--- src/rtl/multicycle_control.sv ---
// Main control FSM for the multicycle MIPS datapath: sequences one instruction
// over 3-5 cycles and drives every datapath mux select and write enable.
module multicycle_control #(
   parameter int STATE_W = 4
) (
   input  logic               clk,
   input  logic               reset,
   input  logic [5:0]         opcode,
   input  logic               zero,
   input  logic               mem_ready,
   output logic               pc_en,
   output logic               ir_write,
   output logic               mem_write,
   output logic               iord,
   output logic               reg_write,
   output logic               reg_dst,
   output logic               mem_to_reg,
   output logic               alu_src_a,
   output logic [1:0]         alu_src_b,
   output logic [2:0]         alu_op,
   output logic [1:0]         pc_src,
   output logic               ext_op,
   output logic               instr_done,
   output logic               illegal_op,
   output logic [STATE_W-1:0] state
);

   typedef enum logic [3:0] {
      FETCH    = 4'd0,
      DECODE   = 4'd1,
      MEMADR   = 4'd2,
      MEMRD    = 4'd3,
      MEMWB    = 4'd4,
      MEMWR    = 4'd5,
      RTYPE_EX = 4'd6,
      ALUWB    = 4'd7,
      BRANCH   = 4'd8,
      IMM_EX   = 4'd9,
      IMMWB    = 4'd10,
      JUMP     = 4'd11
   } state_t;

   localparam logic [5:0] OP_RTYPE = 6'h00;
   localparam logic [5:0] OP_J     = 6'h02;
   localparam logic [5:0] OP_BEQ   = 6'h04;
   localparam logic [5:0] OP_BNE   = 6'h05;
   localparam logic [5:0] OP_ADDI  = 6'h08;
   localparam logic [5:0] OP_ANDI  = 6'h0C;
   localparam logic [5:0] OP_ORI   = 6'h0D;
   localparam logic [5:0] OP_LW    = 6'h23;
   localparam logic [5:0] OP_SW    = 6'h2B;

   state_t     state_reg;
   state_t     state_next;
   logic [2:0] imm_alu_op;
   logic       imm_ext_op;

   always_ff @(posedge clk) begin
      if (reset)
         state_reg <= FETCH;
      else
         state_reg <= state_next;
   end

   // Logical immediates are zero-extended; addi keeps sign extension.
   always_comb begin
      imm_alu_op = 3'b000;
      imm_ext_op = 1'b1;
      if (opcode == OP_ANDI) begin
         imm_alu_op = 3'b011;
         imm_ext_op = 1'b0;
      end else if (opcode == OP_ORI) begin
         imm_alu_op = 3'b100;
         imm_ext_op = 1'b0;
      end
   end

   always_comb begin
      state_next = FETCH;
      pc_en      = 1'b0;
      ir_write   = 1'b0;
      mem_write  = 1'b0;
      iord       = 1'b0;
      reg_write  = 1'b0;
      reg_dst    = 1'b0;
      mem_to_reg = 1'b0;
      alu_src_a  = 1'b0;
      alu_src_b  = 2'b00;
      alu_op     = 3'b000;
      pc_src     = 2'b00;
      ext_op     = 1'b0;
      instr_done = 1'b0;
      illegal_op = 1'b0;
      // Outputs are held low during reset so no write leaks out before the
      // state register has actually returned to FETCH.
      if (!reset) begin
         case (state_reg)
            FETCH: begin
               alu_src_b  = 2'b01;
               ir_write   = mem_ready;
               pc_en      = mem_ready;
               state_next = mem_ready ? DECODE : FETCH;
            end
            DECODE: begin
               alu_src_b = 2'b11;
               ext_op    = 1'b1;
               case (opcode)
                  OP_LW, OP_SW:           state_next = MEMADR;
                  OP_RTYPE:               state_next = RTYPE_EX;
                  OP_BEQ, OP_BNE:         state_next = BRANCH;
                  OP_ADDI, OP_ANDI, OP_ORI: state_next = IMM_EX;
                  OP_J:                   state_next = JUMP;
                  default: begin
                     illegal_op = 1'b1;
                     instr_done = 1'b1;
                     state_next = FETCH;
                  end
               endcase
            end
            MEMADR: begin
               alu_src_a  = 1'b1;
               alu_src_b  = 2'b10;
               ext_op     = 1'b1;
               state_next = (opcode == OP_SW) ? MEMWR : MEMRD;
            end
            MEMRD: begin
               iord       = 1'b1;
               state_next = mem_ready ? MEMWB : MEMRD;
            end
            MEMWB: begin
               mem_to_reg = 1'b1;
               reg_write  = 1'b1;
               instr_done = 1'b1;
            end
            MEMWR: begin
               iord       = 1'b1;
               mem_write  = 1'b1;
               instr_done = mem_ready;
               state_next = mem_ready ? FETCH : MEMWR;
            end
            RTYPE_EX: begin
               alu_src_a  = 1'b1;
               alu_op     = 3'b010;
               state_next = ALUWB;
            end
            ALUWB: begin
               reg_dst    = 1'b1;
               reg_write  = 1'b1;
               instr_done = 1'b1;
            end
            BRANCH: begin
               alu_src_a  = 1'b1;
               alu_op     = 3'b001;
               pc_src     = 2'b01;
               instr_done = 1'b1;
               pc_en      = (opcode == OP_BNE) ? ~zero : zero;
            end
            IMM_EX: begin
               alu_src_a  = 1'b1;
               alu_src_b  = 2'b10;
               alu_op     = imm_alu_op;
               ext_op     = imm_ext_op;
               state_next = IMMWB;
            end
            IMMWB: begin
               alu_op     = imm_alu_op;
               ext_op     = imm_ext_op;
               reg_write  = 1'b1;
               instr_done = 1'b1;
            end
            JUMP: begin
               pc_src     = 2'b10;
               pc_en      = 1'b1;
               instr_done = 1'b1;
            end
            default: state_next = FETCH;
         endcase
      end
   end

   assign state = reset ? '0 : STATE_W'(state_reg);

endmodule

--- config.mk ---
export PLATFORM = sky130hd
export DESIGN_NAME = multicycle_control
export DESIGN_NICKNAME = d
export VERILOG_FILES = /design/src/rtl/multicycle_control.sv
export SDC_FILE = /design/constraint.sdc
export NUM_CORES = 1
export LEC_CHECK = 0
export CORE_UTILIZATION = 44
export DETAILED_ROUTE_END_ITERATION = 10
export GPL_TIMING_DRIVEN = 0
export PLACE_DENSITY = 0.94
export SLEW_MARGIN = 10
export SYNTH_ARGS = -nofsm -noshare
export SYNTH_HDL_FRONTEND = slang
export SYNTH_SLANG_ARGS = --single-unit
--- constraint.sdc ---
create_clock -name clk -period 2.72 [get_ports clk]
set_input_delay 0.408 -clock clk [delete_from_list [all_inputs] [get_ports clk]]
set_output_delay 0.408 -clock clk [all_outputs]
set_load 0.02 [all_outputs]
==> results of run 1 <==
==> worst paths after layout <==
check | slack (ns) | cells after the start | start | endpoint
max | 0.12 | 5 | opcode[1] | instr_done
min | 0.70 | 3 | state_reg[3] | state_reg[2]
max reg2reg | 1.37 | 5 | state_reg[3] | state_reg[1]
min reg2reg | 0.70 | 3 | state_reg[3] | state_reg[2]
==> final cells by class <==
| class | instances | area [um2] |
|---|---|---|
| multi-input cells | 90 | 567 |
| fillers | 106 | 348 |
| inverters | 3 | 11.3 |
| plain buffers | 8 | 38.8 |
| repair buffers | 30 | 297 |
| well taps | 15 | 18.8 |
| flip-flops and latches | 4 | 80.1 |
| clock buffers | 3 | 22.5 |
==> synth_stat cells, drive strengths merged, types with 2 or more instances <==
| library cell | number | area, um2 |
|---|---|---|
| o21ai | 5 | 25.0 |
| xnor2 | 3 | 26.3 |
| nor3 | 10 | 55.1 |
| and2b | 2 | 15.0 |
| nand2 | 6 | 22.5 |
| nor4 | 3 | 25.0 |
| and3 | 4 | 25.0 |
| a21o | 2 | 15.0 |
| nor2b | 5 | 31.3 |
| nand3 | 6 | 30.0 |
| clkbuf | 2 | 8.75 |
| nor3b | 3 | 22.5 |
| dfxtp | 4 | 80.1 |
| nand3b | 2 | 15.0 |
| buf | 6 | 30.0 |
| nor2 | 12 | 45.0 |
| nand4 | 2 | 12.5 |
| a21oi | 6 | 30.0 |
| inv | 3 | 11.3 |
| nand2b | 6 | 45.0 |
==> critical path: stages <==
cell	delay [ns]
clkdlybuf4s50_1	0.51
and3_1	0.21
o21ai_0	0.27
a31o_2	0.21
clkdlybuf4s50_1	0.59
==> timing repair <==
action | CTS | global route
endpoints found under the hold margin | 0 | 0
buffers inserted | 0 | 0
resized for setup | 5 | 2
endpoints found under the setup margin | 5 | 2
==> power by group <==
group | total (mW) | switching, mW | internal [mW] | leakage (nW)
clock network | 0.0761 | 0.0266 | 0.0495 | 0.0138
logic | 0.0910 | 0.0513 | 0.0397 | 0.361
registers | 0.0624 | 0.00197 | 0.0604 | 0.0325
total | 0.230 | 0.0799 | 0.150 | 0.407
==> cell families (layout without fill, tap and decap cells) <==
| group | count (synthesis) | after routing | synth area share |
|---|---|---|---|
| buffers and inverters | 11 | 44 | 0.0721 |
| xor gates and xnor gates | 3 | 3 | 0.0378 |
| muxes | 2 | 2 | 0.0306 |
| DFF | 4 | 4 | 0.115 |
| adders and majority gates | 1 | 1 | 0.0162 |
| AOI/OAI and AO/OA | 22 | 22 | 0.220 |
| and+or+nand+nor | 62 | 62 | 0.508 |
==> metal layers <==
layer / up-vias / track usage / share of wire
met3: 5 / 0.0435 / 0.083
met4: 0 / 0.0968 / 0.013
met1: 433 / 0.309 / 0.39
li1: 450 / - / -
met5: - / 0 / 0
met2: 63 / 0.472 / 0.51
==> stage by stage <==
stage | setup slack (ns) | total power, mW | TNS, ns
after detailed placement | -0.0355 | 0.153 | -0.0984
after floorplan | 0.656 | 0.112 | 0
final | 0.116 | 0.230 | 0
after global routing | 0.00867 | 0.242 | 0
after global placement | 0.00322 | 0.151 | 0
after CTS | 0.0130 | 0.230 | 0
==> cells in the final DEF (no fill, tap or decap), drive strengths merged, types with 3 or more instances in the layout <==
cell type,count
a21oi,6
and3,4
buf,6
clkbuf,5
clkdlybuf4s50,24
dfxtp,4
dlygate4sd2,5
inv,3
nand2,6
nand2b,6
nand3,6
nor2,12
nor2b,5
nor3,10
nor3b,3
nor4,3
o21ai,5
xnor2,3
==> metrics, run 1 <==
Final min period=2.60 ns; DR pass1 iterations=4; Max Clk Rate=384 MHz; Final setup viols=0; total global routing overflow=0; Clock Path Buffers=2; Starting Density=0.502; worst-margin pin slew=between 0.4 and 0.5 ns; first-pass GRT wire length=3680 um; fraction of layout cells with a size suffix above 1=0.116; relative slew slack=0.716; fin util=0.748; Seq cells post-synth=4; Lkg Pwr=0.407 nW; H-tree depth=1; fin area=1030 um2; CTS tree=done; number of global-route vias before repair=840; min-delay worst type=register to register; Synth Cell Area=694 um2; area post-placement=around 1000 um2; cts bufs inserted=3; Worst-path clk slew=0.04 ns; Rows=13; number of antenna violations at the first check in global routing=0; critical-path maximum fanout=6; Peak VDD IR=0.162 mV; Syn Inst Count=between 100 and 150; drc violations=0; Final ANT Viol Nets=0; post-synthesis sequential area ratio=0.115; Synth cell types=40; Final #Nets=150; max reg flops=4; worst path required time=2.31 ns; total die area=between 1500 and 2000 um2; area grow syn2layout=49.0%; WL final=2310 um; Synth Warn #=0; Startpoint Class=primary input; DR vias=approximately 950; gr usage total=0.263; Net Count, Synth=115; PortBufs=30; Crit Path Category=primary input to primary output; PwrDens=about 220 nW/um2; Die X=41.7 um; Routed WL per cell=15.1 um; DP HPWL=1770 um; Iter 0 DRT Violations=63; Async S/R FF share, synth=0; Clock Skews=0.00286 ns; clk root buf=clkbuf_4; core area=1380 um2; RSZ-0062 raised after global routing=false; Post-Layout Cell Count=153; Post-synth EDFFs=0; Vias/cell=6.22; Ports=32; antenna cells=0; Die Ht=41.7 um; final-report hold violation count=0; crit share post-route=0.957; largest net degree at the start of global routing=11; Max Transition Viols Final=0; Worst-Skew Late Latency=around 0.24 ns; CTS Hold Buffers Added=0; worst hold slack=0.705 ns; clk sink count=4; Main synth FF type=dfxtp_1; status=finished, final reports clean; dpl cells=150; Post-Syn Area per Cell=6.61 um2; max_cap viols=0; crit path DAT=2.20 ns; gpl congestion=0.922; CP endpoint kind=primary output
Note: power is estimated with default switching activity, not from simulation.
==> run 2, diff against run 1 <==
--- a/config.mk
+++ b/config.mk
@@ -5,10 +5,11 @@
 export SDC_FILE = /design/constraint.sdc
 export NUM_CORES = 1
 export LEC_CHECK = 0
-export CORE_UTILIZATION = 44
+export CORE_UTILIZATION = 45
+export CTS_BUF_LIST = sky130_fd_sc_hd__clkbuf_8
 export DETAILED_ROUTE_END_ITERATION = 10
 export GPL_TIMING_DRIVEN = 0
-export PLACE_DENSITY = 0.94
+export PLACE_DENSITY = 0.95
 export SLEW_MARGIN = 10
 export SYNTH_ARGS = -nofsm -noshare
 export SYNTH_HDL_FRONTEND = slang
==> metrics, run 2 (same netlist as run 1, synthesis figures left out) <==
CP max-delay cell=clkdlybuf4s50_1; Fillers=109 (+2.8%); CP most frequent cell=clkdlybuf4s50_1; H-tree depth=1 (unchanged); clk sink count=4 (unchanged); Final ANT Viol Nets=0 (unchanged); Worst-path clk slew=0.03 ns (about the same); max_cap viols=0 (unchanged); Rows=13 (unchanged); clk root buf=clkbuf_8; crit-path cells=clkdlybuf4s50_1 -> nor2_2 -> nand4_1 -> xnor2_1 -> a22o_1 -> clkdlybuf4s50_1; Die X=41.3 um (-1.1%); M2 GR Usage=0.508 (+0.0359); reg2reg path depth=5 (unchanged); WHS Endpoint=state_reg[3]; number of global-route vias before repair=742 (-12%); core area=1370 um2 (-1.2%); Worst R2R End=state_reg[1]; Worst Hold Launch=state_reg[0]; PortBufs=30 (unchanged); area grow syn2layout=53.2%; area post-placement=1010 um2 (unchanged); Max Clk Rate=384 MHz (about the same); Final min period=2.60 ns (-0.00147 ns); cts bufs inserted=3 (unchanged); Crit Path Category=primary input to primary output; DR pass1 iterations=4 (unchanged); Post-Layout Cell Count=153 (unchanged); Startpoint Class=primary input; number of antenna violations at the first check in global routing=0 (unchanged); Max Transition Viols Final=0 (unchanged); CP endpoint kind=primary output; Die Ht=41.3 um (-1.1%); worst-margin pin slew=0.434 ns (+0.00736 ns); Reg area=80.1 um2 (unchanged); total power=0.279 mW (+22%); Top Usage Layer GRT=met2; internal reg-to-reg setup slack=1.40 ns (+0.03 ns); Worst-Skew Late Latency=0.22 ns (-0.02 ns); Starting Density=0.508 (+0.00598); antenna cells=0 (unchanged); Clock Skews=0.00282 ns (-0.0000419 ns); PwrDens=262 nW/um2 (+18%); DR vias=930 (-2.2%); Crit. Startpoint=opcode[5]; fin util=0.778 (+0.0300); drc violations=0 (unchanged); WL final=2260 um (-1.8%); DP HPWL=1790 um (+0.78%); total die area=1700 um2 (-2.1%); hold path depth=3 (unchanged); relative slew slack=0.711 (-0.00491); met3 Usage GRT=0.0380 (-0.00543); commonest non-fill, non-tap cell in the layout=clkdlybuf4s50_1; footprint of the multi-input gates=573 um2 (+1.1%); max reg flops=4 (unchanged); Final setup viols=0 (unchanged); Routed WL per cell=14.8 um (-1.8%); final-report hold violation count=0 (unchanged); RSZ-0062 raised after global routing=false; gr usage total=0.300 (+0.0371); largest net degree at the start of global routing=11 (unchanged); critical path's largest stage delay=0.59 ns (about the same); gpl congestion=0.948 (+2.8%); Lkg Pwr=0.430 nW (+5.5%); met1 Use GR=0.360 (+0.0508); dpl cells=150 (unchanged); worst path required time=2.31 ns (about the same); Peak VDD IR=0.289 mV (+78%); postcts setup bufs=0 (unchanged); status=finished, final reports clean; fraction of layout cells with a size suffix above 1=0.123 (+0.00725); Ports=32 (unchanged); Iter 0 DRT Violations=35 (-44%); critical-path maximum fanout=5 (-1); fin area=1060 um2 (+2.8%); Final #Nets=150 (unchanged); total global routing overflow=0 (unchanged); Clock Path Buffers=2 (unchanged); first-pass GRT wire length=3330 um (-9.4%); CTS tree=done; crit share post-route=0.957 (about the same); R2R Path Start=state_reg[3]; min-delay worst type=register to register; crit path DAT=2.19 ns (about the same); Vias/cell=6.08 (-2.2%); most frequent cells in the layout=clkdlybuf4s50_1, nor2_1, nor3_1
## run 2: changes by cell type in the layout (fill, tap and decap cells not counted), sizes merged
cell | before | now
dlygate4sd2 | 5 | 4
dlymetal6s2s | 1 | 2
## run 2: timing repair
item | in CTS | in global routing
hold buffers | 0 | 0
cloned | 0 | 0
endpoints found under the setup margin | 4 | 3
gates resized for setup | 5 | 3
## run 2: layer usage
metal,vias to the layer above,share of wire
met4,0,0.032
met5,-,0
met1,417,0.43
met3,8,0.074
li1,453,-
met2,52,0.46
## run 2: per-stage QoR
step	setup TNS [ns]	hold slack [ns]	worst slack [ns]
detailed placement	-0.301	0.686	-0.220
CTS	0	0.692	0.00370
finish	0	0.698	0.118
floorplan	0	0.557	0.656
global placement	0	0.684	0.00262
global route	0	0.717	0.0250
## run 2: how the worst max path moves through the flow
stage | end | slack, ns | cells after the start
after detailed placement | alu_op[2] | -0.22 | 5
after CTS | instr_done | 0.004 | 6
final | pc_en | 0.12 | 6
after global routing | pc_en | 0.02 | 6
after global placement | ext_op | 0.003 | 5
after floorplan | pc_en | 0.66 | 4
## run 2: area by class of cell
class                           instances  share of cell area
Multi-Input combinational cell         90               0.539
Timing Repair Buffer                   30               0.282
Sequential cell                         4              0.0753
Clock buffer                            3              0.0388
Buffer                                  8              0.0365
Tap cell                               15              0.0176
Inverter                                3              0.0106
## run 2: where the power goes
| part | switching [mW] | internal, mW |
|---|---|---|
| sequential | 0.00215 | 0.0606 |
| combinational | 0.0497 | 0.0405 |
| clock | 0.0318 | 0.0944 |
## run 2: critical path: cells and delay by family
family	cells	cell delay, ns
AO/OA/AOI/OAI	1	0.15
XOR/XNOR	1	0.17
buffers and inverters	2	1.06
AND/OR/NAND/NOR	2	0.40
==> run 3, diff against run 2 <==
--- a/config.mk
+++ b/config.mk
@@ -5,7 +5,10 @@
 export SDC_FILE = /design/constraint.sdc
 export NUM_CORES = 1
 export LEC_CHECK = 0
-export CORE_UTILIZATION = 45
+export CELL_PAD_IN_SITES_DETAIL_PLACEMENT = 1
+export CELL_PAD_IN_SITES_GLOBAL_PLACEMENT = 2
+export CORE_ASPECT_RATIO = 1.25
+export CORE_UTILIZATION = 23
 export CTS_BUF_LIST = sky130_fd_sc_hd__clkbuf_8
 export DETAILED_ROUTE_END_ITERATION = 10
 export GPL_TIMING_DRIVEN = 0
==> metrics, run 3 (same netlist as run 1, synthesis figures left out) <==
Startpoint Class=primary input; Worst-Skew Late Latency=0.22 ns (about the same); switching power share of the total=0.299 (-0.000672); final-report hold violation count=0 (unchanged); Die X=51.1 um (+24%); CTS tree=done; H-tree depth=1 (unchanged); largest net degree at the start of global routing=11 (unchanged); Rows=21 (+8); crit path DAT=2.19 ns (about the same); Worst-path clk slew=0.03 ns (about the same); drc violations=0 (unchanged); fin area=1100 um2 (+3.2%); gr usage total=0.174 (-0.127); total power=0.279 mW (-0.14%); postcts setup bufs=0 (unchanged); Lkg Pwr=0.440 nW (+2.5%); Comb power frac=0.331 (+0.008); Max Clk Rate=385 MHz (+0.24%); Iter 0 DRT Violations=9 (-74%); Final min period=2.60 ns (-0.00616 ns); Vias/cell=5.34 (-12%); Final ANT Viol Nets=0 (unchanged); crit share post-route=0.954 (-0.00226); Internal=0.195 mW (about the same); number of antenna violations at the first check in global routing=0 (unchanged); Clock Skews=0.000702 ns (-0.00211 ns); PwrDens=254 nW/um2 (-3.2%); total die area=3240 um2 (+90%); most frequent cells in the layout=clkdlybuf4s50_1, nor2_1, nor3_1; Crit Path Category=primary input to primary output; number of global-route vias before repair=896 (+21%); antenna cells=0 (unchanged); DR vias=919 (-1.2%); Clock Path Buffers=2 (unchanged); clk root buf=clkbuf_8; Max Transition Viols Final=0 (unchanged); Post-Layout Cell Count=172 (+12%); cts bufs inserted=3 (unchanged); DP HPWL=2000 um (+12%); max_cap viols=0 (unchanged); fraction of layout cells with a size suffix above 1=0.130 (+0.00725); Routed WL per cell=14.8 um (+0.15%); total global routing overflow=0 (unchanged); Die Ht=63.4 um (+54%); net switching power figure=0.0833 mW (-0.36%); CTS Hold Buffers Added=0 (unchanged); clk sink count=4 (unchanged); Ports=32 (unchanged); Final setup viols=0 (unchanged); RSZ-0062 raised after global routing=false; first-pass GRT wire length=4330 um (+30%); PortBufs=30 (unchanged); gpl congestion=0.854 (-9.9%); critical-path maximum fanout=4 (-1); Setup TNS=0 ns (unchanged); clock share of power=0.444 (-0.008); status=finished, final reports clean; Final #Nets=150 (unchanged); core area=2790 um2 (+100%); worst-margin pin slew=0.503 ns (+0.0692 ns); min-delay worst type=register to register; dpl cells=169 (+13%); relative slew slack=0.665 (-0.0462); commonest non-fill, non-tap cell in the layout=clkdlybuf4s50_1; Peak VDD IR=0.272 mV (-6.0%); CP endpoint kind=primary output; area post-placement=1040 um2 (+2.3%); Starting Density=0.249 (-0.259); DR pass1 iterations=4 (unchanged); area grow syn2layout=58.0%; worst path required time=2.31 ns (about the same); WL final=2550 um (+13%); max reg flops=4 (unchanged); Flop pwr share=0.225 (about the same)
[run 3: worst max-delay path, cell delays in order]
cell and delay, ns:
clkdlybuf4s50_1 0.50, and3_1 0.24, o21ai_1 0.25, a31o_2 0.20, clkdlybuf4s50_1 0.59
[run 3: final timing paths]
| path | startpoint | end | slack, ns | cells past startpoint |
|---|---|---|---|---|
| setup / recovery | opcode[5] | instr_done | 0.12 | 5 |
| hold / removal | state_reg[0] | state_reg[3] | 0.71 | 3 |
| setup reg to reg | state_reg[3] | state_reg[1] | 1.35 | 5 |
| hold reg to reg | state_reg[0] | state_reg[3] | 0.71 | 3 |
[run 3: area by class of cell]
type	count	area, um2
Fill cell	364	1690
Timing Repair Buffer	30	303
Multi-Input combinational cell	90	581
Buffer	8	38.8
Sequential cell	4	80.1
Inverter	3	11.3
Clock buffer	3	41.3
Tap cell	34	42.5
[run 3: metal layers]
layer / track usage / up-vias / wire length, um
met1: 0.229 / 442 / 1160
met3: 0.00725 / 4 / 67
li1: - / 450 / -
met2: 0.293 / 23 / 1290
met5: 0 / - / 0
met4: 0.0625 / 0 / 27
[run 3: repair_timing]
action                     CTS  global route
pin swaps                    0             0
resized for setup            7             5
setup endpoints to repair    6             3
[run 3: power groups by stage]
stage	sequential [mW]	clock [mW]	combinational (mW)
after floorplan	0.0627	0	0.0497
after global placement	0.0631	0	0.0902
after detailed placement	0.0632	0	0.0917
after CTS	0.0624	0.128	0.0919
after global routing	0.0628	0.132	0.101
final	0.0626	0.124	0.0924
[run 3: metrics by stage]
stage               hold WS, ns   util  setup WS, ns
floorplan                 0.557      -         0.656
global placement          0.696  0.372       -0.0233
detailed placement        0.701  0.372       -0.0552
CTS                       0.711  0.388        0.0328
global route              0.773  0.394       0.00325
finish                    0.710  0.394         0.124
